--- src/rtl/omsp_spm_alloc_pkg.sv ---
// Shared defines for the secure protection-module allocator: FSM encoding,
// result codes and the reserved-ID constant.
package omsp_spm_alloc_pkg;

    typedef enum logic [2:0] {
        ST_IDLE   = 3'd0,
        ST_CHECK  = 3'd1,
        ST_COMMIT = 3'd2,
        ST_UNPROT = 3'd3,
        ST_DONE   = 3'd4
    } spm_state_e;

    typedef enum logic [2:0] {
        SPM_OK      = 3'd0,
        SPM_BAD_CFG = 3'd1,
        SPM_OVERLAP = 3'd2,
        SPM_FULL    = 3'd3,
        SPM_ID_EXH  = 3'd4,
        SPM_ABORT   = 3'd5
    } spm_status_e;

    // IDs start at 1; the all-ones ID is reserved at any ID width.
    localparam int unsigned SPM_ID_FIRST         = 1;
    localparam logic        SPM_ID_RESERVED_FILL = 1'b1;

    function automatic logic spm_cfg_is_bad(input logic [15:0] pub_start,
                                            input logic [15:0] pub_end,
                                            input logic [15:0] sec_start,
                                            input logic [15:0] sec_end);
        return (pub_start >= pub_end) || (sec_start > sec_end);
    endfunction

endpackage

--- src/rtl/omsp_spm_prio_enc.sv ---
// Lowest-index free slot selector: one-hot grant plus a valid flag when any
// slot is free.
module omsp_spm_prio_enc #(
    parameter int unsigned N = 4
) (
    input  logic [N-1:0] free_i,
    output logic [N-1:0] onehot_o,
    output logic         valid_o
);

    always_comb begin
        logic found;
        // NOTE: every comb output gets a default first so no path leaves it unassigned (no latch).
        onehot_o = '0;
        found    = 1'b0;
        for (int i = 0; i < int'(N); i++) begin
            if (free_i[i] && !found) begin
                onehot_o[i] = 1'b1;
                found       = 1'b1;
            end
        end
    end

    assign valid_o = |free_i;

endmodule

--- src/rtl/omsp_spm_alloc.sv ---
// Protection-module slot allocator: validates a protect request, picks the
// lowest free slot and hands out a monotonically increasing module ID.
module omsp_spm_alloc
    import omsp_spm_alloc_pkg::*;
#(
    parameter int unsigned NUM_SPMS = 4,
    parameter int unsigned ID_W     = 16
) (
    input  logic                mclk,
    input  logic                puc_rst,
    input  logic                req_protect,
    input  logic                req_unprotect,
    input  logic                abort,
    input  logic [15:0]         r12,
    input  logic [15:0]         r13,
    input  logic [15:0]         r14,
    input  logic [15:0]         r15,
    input  logic [NUM_SPMS-1:0] slot_enabled,
    input  logic [NUM_SPMS-1:0] slot_create_viol,
    output logic [15:0]         cfg_pub_start,
    output logic [15:0]         cfg_pub_end,
    output logic [15:0]         cfg_sec_start,
    output logic [15:0]         cfg_sec_end,
    output logic                check_new_spm,
    output logic [NUM_SPMS-1:0] update_spm,
    output logic                enable_spm,
    output logic                disable_spm,
    output logic [ID_W-1:0]     next_id,
    output logic                busy,
    output logic                done,
    output logic [2:0]          status,
    output logic [ID_W-1:0]     new_id
);

    localparam logic [ID_W-1:0] ID_RESERVED = {ID_W{SPM_ID_RESERVED_FILL}};
    localparam logic [ID_W-1:0] ID_FIRST    = ID_W'(SPM_ID_FIRST);
    localparam logic [ID_W-1:0] ID_ONE      = ID_W'(1);

    spm_state_e            state_q, state_d;
    spm_status_e           status_q, status_d, check_result;
    logic [15:0]           pub_start_q, pub_start_d, pub_end_q, pub_end_d;
    logic [15:0]           sec_start_q, sec_start_d, sec_end_q, sec_end_d;
    logic                  check_q, check_d;
    logic [NUM_SPMS-1:0]   update_q, update_d;
    logic                  enable_q, enable_d;
    logic                  disable_q, disable_d;
    logic                  done_q, done_d;
    logic [ID_W-1:0]       next_id_q, next_id_d;
    logic [ID_W-1:0]       new_id_q, new_id_d;
    logic [NUM_SPMS-1:0]   free_onehot;
    logic                  free_valid;

    omsp_spm_prio_enc #(.N(NUM_SPMS)) u_prio_enc (
        .free_i   (~slot_enabled),
        .onehot_o (free_onehot),
        .valid_o  (free_valid)
    );

    // State register; every strobe is a flop so outputs never see inputs combinationally.
    always_ff @(posedge mclk) begin
        // NOTE: sequential state uses <= so all flops update together from pre-edge values.
        if (puc_rst) begin
            state_q     <= ST_IDLE;
            status_q    <= SPM_OK;
            pub_start_q <= '0;
            pub_end_q   <= '0;
            sec_start_q <= '0;
            sec_end_q   <= '0;
            check_q     <= 1'b0;
            update_q    <= '0;
            enable_q    <= 1'b0;
            disable_q   <= 1'b0;
            done_q      <= 1'b0;
            next_id_q   <= ID_FIRST;
            new_id_q    <= '0;
        end else begin
            state_q     <= state_d;
            status_q    <= status_d;
            pub_start_q <= pub_start_d;
            pub_end_q   <= pub_end_d;
            sec_start_q <= sec_start_d;
            sec_end_q   <= sec_end_d;
            check_q     <= check_d;
            update_q    <= update_d;
            enable_q    <= enable_d;
            disable_q   <= disable_d;
            done_q      <= done_d;
            next_id_q   <= next_id_d;
            new_id_q    <= new_id_d;
        end
    end

    // Next-state logic; the CHECK verdict follows a fixed priority with abort first.
    always_comb begin
        check_result = SPM_OK;
        if (abort)
            check_result = SPM_ABORT;
        else if (spm_cfg_is_bad(pub_start_q, pub_end_q, sec_start_q, sec_end_q))
            check_result = SPM_BAD_CFG;
        else if (|(slot_create_viol & slot_enabled))
            check_result = SPM_OVERLAP;
        else if (!free_valid)
            check_result = SPM_FULL;
        else if (next_id_q == ID_RESERVED)
            check_result = SPM_ID_EXH;

        state_d = state_q;
        unique case (state_q)
            ST_IDLE: begin
                if (req_unprotect)
                    state_d = ST_UNPROT;
                else if (req_protect)
                    state_d = ST_CHECK;
            end
            ST_CHECK:  state_d = (check_result == SPM_OK) ? ST_COMMIT : ST_DONE;
            ST_COMMIT: state_d = ST_DONE;
            ST_UNPROT: state_d = ST_DONE;
            ST_DONE:   state_d = ST_IDLE;
            default:   state_d = ST_IDLE;
        endcase
    end

    // Output logic: next values of the registered strobes and data.
    always_comb begin
        pub_start_d = pub_start_q;
        pub_end_d   = pub_end_q;
        sec_start_d = sec_start_q;
        sec_end_d   = sec_end_q;
        status_d    = status_q;
        next_id_d   = next_id_q;
        new_id_d    = new_id_q;
        check_d     = 1'b0;
        update_d    = '0;
        enable_d    = 1'b0;
        disable_d   = 1'b0;
        done_d      = 1'b0;

        unique case (state_q)
            ST_IDLE: begin
                if (state_d == ST_CHECK) begin
                    pub_start_d = r12;
                    pub_end_d   = r13;
                    sec_start_d = r14;
                    sec_end_d   = r15;
                    check_d     = 1'b1;
                end
                if (state_d == ST_UNPROT) begin
                    update_d  = '1;
                    disable_d = 1'b1;
                end
            end
            ST_CHECK: begin
                status_d = check_result;
                new_id_d = '0;
                if (state_d == ST_COMMIT) begin
                    update_d = free_onehot;
                    enable_d = 1'b1;
                end else begin
                    done_d = 1'b1;
                end
            end
            ST_COMMIT: begin
                next_id_d = next_id_q + ID_ONE;
                new_id_d  = next_id_q;
                done_d    = 1'b1;
            end
            ST_UNPROT: begin
                status_d = SPM_OK;
                new_id_d = '0;
                done_d   = 1'b1;
            end
            ST_DONE:  new_id_d = '0;
            default: ;
        endcase
    end

    assign cfg_pub_start = pub_start_q;
    assign cfg_pub_end   = pub_end_q;
    assign cfg_sec_start = sec_start_q;
    assign cfg_sec_end   = sec_end_q;
    assign check_new_spm = check_q;
    assign update_spm    = update_q;
    assign enable_spm    = enable_q;
    assign disable_spm   = disable_q;
    assign next_id       = next_id_q;
    assign busy          = (state_q != ST_IDLE);
    assign done          = done_q;
    assign status        = status_q;
    assign new_id        = new_id_q;

endmodule

--- config.mk ---
export PLATFORM = sky130hd
export DESIGN_NAME = omsp_spm_alloc
export DESIGN_NICKNAME = d
export VERILOG_FILES = /design/src/rtl/omsp_spm_alloc_pkg.sv /design/src/rtl/omsp_spm_prio_enc.sv /design/src/rtl/omsp_spm_alloc.sv
export SDC_FILE = /design/constraint.sdc
export NUM_CORES = 1
export LEC_CHECK = 0
export ABC_AREA = 0
export CORE_ASPECT_RATIO = 1.2
export CORE_MARGIN = 2
export CORE_UTILIZATION = 40
export CTS_CLUSTER_SIZE = 40
export DETAILED_ROUTE_END_ITERATION = 7
export PLACE_DENSITY = 0.78
export SLEW_MARGIN = 20
export SYNTH_ARGS = -nofsm -noshare
export SYNTH_HDL_FRONTEND = slang
export SYNTH_SLANG_ARGS = --single-unit
--- constraint.sdc ---
create_clock -name mclk -period 2.08 [get_ports mclk]
set_clock_uncertainty 0.05 [all_clocks]
set_input_delay 0.624 -clock mclk [delete_from_list [all_inputs] [get_ports mclk]]
set_output_delay 0.624 -clock mclk [all_outputs]
set_load 0.02 [all_outputs]
# Yosys cells after proc, flatten, opt, wreduce, memory -nomap -nowiden
# Index checks and enable logic that the tools add are counted.
[op_classes]
addsub = 1
n_mul = 0
eq_ne = 8
n_lt_le_gt_ge = 2
n_bitwise = 4
n_shift = 0
div_mod_pow = 0
n_reduce_logical = 19
muxes = 25
[op_table]
columns = ["operator", "n"]
rows = [
  ["case mux 16 bit (2 select lines)", 1],
  ["two-way mux 3 bit", 8],
  ["adder 16 x 1 -> 16 bit, second input constant", 1],
  ["equality test 16 bit, second input constant", 1],
  ["greater-or-equal comparator 16 bit", 1],
  ["> comparator 16 bit", 1],
  ["equality test 3 x 2 -> 1 bit, second input constant", 4],
  ["two-way mux 1 bit", 10],
  ["case mux 3 bit (3 select lines)", 1],
  ["two-way mux 4 bit", 2],
  ["case mux 4 bit (2 select lines)", 1],
  ["OR reduction 4 bit", 2],
  ["equality test 3 x 1 -> 1 bit, second input constant", 2],
  ["zero test 3 bit", 2],
  ["case mux 3 bit (2 select lines)", 1],
  ["OR reduction 2 bit", 3],
  ["bitwise AND 4 bit", 1],
  ["inverter 4 bit", 1],
  ["nonzero test 2 bit", 2],
  ["equality test 3 bit, second input constant", 1],
  ["logical AND 1 bit", 3],
  ["zero test 1 bit", 3],
  ["nonzero test 3 bit", 1],
  ["OR reduction 3 bit", 1],
  ["4 further kinds", 5],
]
[totals]
ff_bits = 110
rom_bits = 0
mem_count = 0
latchBits = 0
mem_bits_rw = 0

# Longest topological paths before layout
[logic_depth]
ltp_word = 13
ltp_mapped = 8
ltp_nobuf = 7

# Modules after synthesis
# From an unflattened synthesis, not the netlist that was laid out.
[hier_totals]
cells_unflattened = 612
area_unflattened_um2 = 4864.7
[modules_own_cells]
columns = ["module", "cells_per_inst", "area_per_inst_um2", "seq_area_each_um2", "n_inst"]
rows = [
  ["omsp_spm_alloc", 607, 4827.1, 2202.1, 1],
  ["omsp_spm_prio_enc", 5, 37.5, 0.0, 1],
]

# Least setup slack after synthesis
# Ideal clock, no wire load.
[synth_timing]
path_type = "register to register"
from = "register pub_end_q[11] (netlist: cfg_pub_end[11])"
to = "register update_q[0] (netlist: update_spm[0])"
t_arrival_ns = 2.225
setup_time_ns = 0.096
slack_ns = -0.291
t_required_ns = 1.934
synth_period_minus_slack_ns = 2.371
path_stages_with_launch = 8
path_cell_list = "dfxtp_1 inv_1 ha_1 a21oi_1 o21ai_0 a2111oi_1 o21ai_0 o41ai_2"
[synth_between]
elab_chain_len = 10
[synth_rtl]
columns = ["element", "line", "text"]
rows = [
  ["start, declared", "omsp_spm_alloc.sv:41", "logic [15:0] pub_start_q, pub_start_d, pub_end_q, pub_end_d;"],
  ["start signal, assigned", "omsp_spm_alloc.sv:80", "pub_end_q <= pub_end_d;"],
  ["greater-or-equal comparator 16 bit *", "omsp_spm_alloc_pkg.sv:30", "return (pub_start >= pub_end) || (sec_start > sec_end);"],
  ["logical OR 1 bit *", "omsp_spm_alloc_pkg.sv:30", ""],
  ["two-way mux 3 bit *", "omsp_spm_alloc.sv:98", "else if (spm_cfg_is_bad(pub_start_q, pub_end_q, sec_start_q, sec_end_q))"],
  ["two-way mux 3 bit *", "omsp_spm_alloc.sv:96", "if (abort)"],
  ["zero test 3 bit *", "omsp_spm_alloc.sv:115", "ST_CHECK: state_d = (check_result == SPM_OK) ? ST_COMMIT : ST_DONE;"],
  ["two-way mux 3 bit *", "omsp_spm_alloc.sv:115", ""],
  ["case mux 3 bit (3 select lines) *", "omsp_spm_alloc.sv:108", "unique case (state_q)"],
  ["equality test 3 x 2 -> 1 bit (on tied branches)", "omsp_spm_alloc.sv:155, omsp_spm_alloc.sv:147", ""],
  ["two-way mux 4 bit (on tied branches)", "omsp_spm_alloc.sv:155, omsp_spm_alloc.sv:147", ""],
  ["case mux 4 bit (2 select lines) *", "omsp_spm_alloc.sv:138", "unique case (state_q)"],
  ["end signal, assigned", "omsp_spm_alloc.sv:84", "update_q <= update_d;"],
  ["end, declared", "omsp_spm_alloc.sv:44", "logic [NUM_SPMS-1:0] update_q, update_d;"],
]
# Every way passes the cells marked *; elsewhere a longest branch is shown, timed or not.
# A chain may end at the register's enable or synchronous reset.

# Worst setup path in the final report
[layout_timing]
from = "register sec_end_q[15] (netlist: cfg_sec_end[15])"
to = "register update_q[0] (netlist: update_spm[0])"
[layout_between]
elab_chain_len = 10
[layout_rtl]
columns = ["element", "line", "text"]
rows = [
  ["start, declared", "omsp_spm_alloc.sv:42", "logic [15:0] sec_start_q, sec_start_d, sec_end_q, sec_end_d;"],
  ["start signal, assigned", "omsp_spm_alloc.sv:82", "sec_end_q <= sec_end_d;"],
  ["> comparator 16 bit *", "omsp_spm_alloc_pkg.sv:30", ""],
  ["logical OR 1 bit *", "omsp_spm_alloc_pkg.sv:30", ""],
  ["two-way mux 3 bit *", "omsp_spm_alloc.sv:98", ""],
  ["two-way mux 3 bit *", "omsp_spm_alloc.sv:96", ""],
  ["zero test 3 bit *", "omsp_spm_alloc.sv:115", ""],
  ["two-way mux 3 bit *", "omsp_spm_alloc.sv:115", ""],
  ["case mux 3 bit (3 select lines) *", "omsp_spm_alloc.sv:108", ""],
  ["equality test 3 x 2 -> 1 bit (on tied branches)", "omsp_spm_alloc.sv:155, omsp_spm_alloc.sv:147", ""],
  ["two-way mux 4 bit (on tied branches)", "omsp_spm_alloc.sv:155, omsp_spm_alloc.sv:147", ""],
  ["case mux 4 bit (2 select lines) *", "omsp_spm_alloc.sv:138", ""],
]
# Marks and branches as above.

==> flow_metrics.py <==
metrics = {
    "global_route": {
        "grt_overflow": 0,
        "grt.total_usage": 0.217,
        "grt_pass1_vias": 4960,
        "grt_max_degree": 93,
        "busiest_layer": "met2",
        "use_met1": 0.245,
        "grt_pass1_wl_um": 23200,
        "met3_usage": 0.0518,
        "antenna_found_initial": 0,
        "grt_util_met2": 0.392,
    },
    "synth": {
        "synth_area_leaders": "dfxtp_1 46%, nand2_1 11%, ha_1 8.6%, a21oi_1 8.2%, inv_1 2.9%",
        "yosysSeqAreaShare": 0.456,
        "synth_nets": 703,
        "ys_ff_latch": 110,
        "synth_most_common_cell": "nand2_1",
        "synth_area_sq_um": 4830,
        "netlist_instances": 593,
        "synth_ff_type": "dfxtp_1",
        "synth.top_cell.area_share": 0.456,
        "ys_warn_count": 0,
        "synth-async-reset-ratio": 0,
        "synth-edff-count": 0,
        "synth_common_cells": "147 x nand2_1, 110 x dfxtp_1, 79 x a21oi_1, 37 x inv_1, 37 x nor2_1",
        "synth_top_cell_by_area": "dfxtp_1",
        "yosysUniqueCellTypes": 50,
        "syn_avg_cell_area_sq_um": 8.14,
    },
    "power_and_ir_drop": {
        "finalPower_uw": 5580,
        "p_per_area_nw_per_um2": 721,
        "power_leakage_uw": 0.00339,
        "ir_worst_vdd_uv": 466,
    },
    "clock_tree": {
        "clk_pin_slew_ns": 0.07,
        "clk_latency_ns": 0.35,
        "clock_sinks": 110,
        "cts_tree": "yes",
        "htreeDepth": 3,
        "cts_max_path_buffers": 2,
        "cts-root-buf": "clkbuf_16",
        "cts_buffers": 9,
    },
    "sta": {
        "relSlewSlack": 0.641,
        "setup_slack_ns": -0.0923,
        "fmax_ghz": 0.460,
        "tightest_slew_ns": 0.538,
        "period_share": 1.04,
        "post-route-min-period_ns": 2.17,
        "grt_setup_unrepaired": "yes",
        "final-setup-viol-count": 9,
        "timing.hold.ws_ns": 0.416,
        "slew_viol_final": 0,
        "hold_violations": 0,
    },
    "setup_path": {
        "cp.arrival_ns": 2.37,
        "cp_max_fo": 7,
        "critPathKind": "reg -> reg",
        "cp_slowest_cell": "dfxtp_2",
        "cp-end-kind": "flip-flop",
        "slowest_delay_ns": 0.34,
        "start_kind": "flip-flop",
        "path_common_cell": "nand4_1",
        "crit_family": "simple AND/OR/NAND/NOR gates",
        "required_ns": 2.27,
        "critical_path_buf_inv_count": 3,
        "path_cells": "inv_2 > ha_4 > nand4_1 > buf_4 > nor4_4 > nand4_1 > o31a_1 > buf_6 > o41ai_2",
    },
    "placed_design": {
        "dp_worst_setup_slack_ns": -0.511,
        "dp_hpwl_um": 10600,
        "post-place-cells": 954,
        "portBuffers": 184,
        "gp_congestion": 0.862,
    },
    "final_layout": {
        "fin_util": 0.663,
        "final_cells": 985,
        "syn2layout_area_growth_pct": 60.4,
        "drive_gt1_frac": 0.151,
        "antennaDiodeCount": 0,
        "final_nets": 933,
    },
    "floorplan": {
        "core_sq_um": 11700,
        "start_util": 0.414,
        "die_area_sq_um": 13000,
        "row_count": 43,
        "die_width_um": 104,
        "die_y_um": 124,
        "ioPinCount": 185,
    },
    "detailed_routing": {
        "ant_nets": 0,
        "dr.pass1.iters": 5,
        "wl_per_cell_um": 14.8,
        "vias": 5010,
        "route.detailed.drc": 0,
        "viasPerCell": 5.09,
        "wirelength_um": 14600,
        "drtIter0Drc": 162,
    },
    "status": {
        "status": "finished, violations left",
        "violations": "negative setup slack",
    },
    "worst_hold_path": {
        "hp-class": "reg -> reg",
    },
    "flow_run": {
        "max_cap_violations": 0,
    },
}
## per-layer routing
layer | share of wire | up-vias
li1 | - | 2460
met1 | 0.41 | 2338
met2 | 0.51 | 186
met3 | 0.061 | 26
met4 | 0.021 | 0
met5 | 0 | -
## final timing paths
kind	start	end	slack, ns	depth (start not counted)
worst max-delay path	cfg_sec_end[15]	update_spm[0]	-0.09	9
worst min register to register	cfg_pub_end[9]	cfg_pub_end[9]	0.42	2
worst min-delay path	cfg_pub_end[9]	cfg_pub_end[9]	0.42	2
worst max register to register	cfg_sec_end[15]	update_spm[0]	-0.09	9
## stage by stage
stage          cell area (sq um)  setup TNS, ns
2_1_floorplan               4840              0
3_3_place_gp                7180          -7.24
3_5_place_dp                7180          -9.47
4_1_cts                     7510              0
5_1_grt                     7740          -1.47
6_report                    7740         -0.535
## flip-flops by register name (all words and copies together), names as in the netlist
signal         cells
next_id           16
cfg_pub_end       16
cfg_pub_start     16
status             3
enable_spm         1
done               1
state_q            3
update_spm         4
check_new_spm      1
cfg_sec_end       16
new_id            16
cfg_sec_start     16
disable_spm        1
## cell type report
| type | instances | area, sq um |
|---|---|---|
| clock buffers | 13 | 260 |
| clock inverters | 3 | 18.8 |
| fillers | 925 | 3930 |
| inverters | 37 | 139 |
| multi-input cells | 415 | 2480 |
| flip-flops and latches | 110 | 2210 |
| well taps | 157 | 196 |
| repair buffers | 250 | 2430 |
## worst reg2reg max path: stages, from the launching register on
cell	delay [ns]
dfxtp_2	0.34
inv_2	0.05
ha_4	0.26
nand4_1	0.15
buf_4	0.20
nor4_4	0.25
nand4_1	0.16
o31a_1	0.16
buf_6	0.14
o41ai_2	0.30
## cell families after synthesis
family          count (synthesis)  share of synthesized area
xor+xnor                       12                     0.0218
compound gates                134                      0.165
buf+inv                        68                     0.0583
flops                         110                      0.456
mux                             1                    0.00207
simple gates                  235                      0.212
fa+ha+maj                      33                     0.0855
## report_power, final
group	switching (uW)	total, uW	internal, uW
Sequential	84.4	2310	2220
Clock	740	1620	878
Combinational	860	1660	799
Total	1680	5580	3900
## cell usage in the layout (no fill, tap or decap), drive strengths merged, types with 2 or more instances in the layout
| master | n |
|---|---|
| nand4 | 11 |
| a22oi | 16 |
| nor3b | 4 |
| dlymetal6s2s | 25 |
| clkinv | 3 |
| nand3 | 8 |
| buf | 67 |
| o2111ai | 2 |
| o31ai | 4 |
| clkdlybuf4s15 | 2 |
| clkdlybuf4s50 | 136 |
| or3 | 5 |
| o31a | 2 |
| inv | 37 |
| ha | 33 |
| nand2 | 147 |
| nor3 | 7 |
| or3b | 2 |
| a21o | 2 |
| a31oi | 4 |
| xnor2 | 5 |
| nor4 | 4 |
| nor2 | 37 |
| a21oi | 79 |
| nor2b | 2 |
| a211oi | 2 |
| or2 | 2 |
| xor2 | 7 |
| clkbuf | 13 |
| o21ai | 14 |
| dfxtp | 110 |
| dlygate4sd2 | 20 |
## what timing repair did
| item | CTS | global route |
|---|---|---|
| pin swaps | 10 | 14 |
| hold buffers | 0 | 0 |
| setup endpoints to repair | 31 | 34 |
| resized for setup | 37 | 51 |
| buffers inserted | 6 | 10 |
No activity file was read; power rests on OpenSTA's default activity.
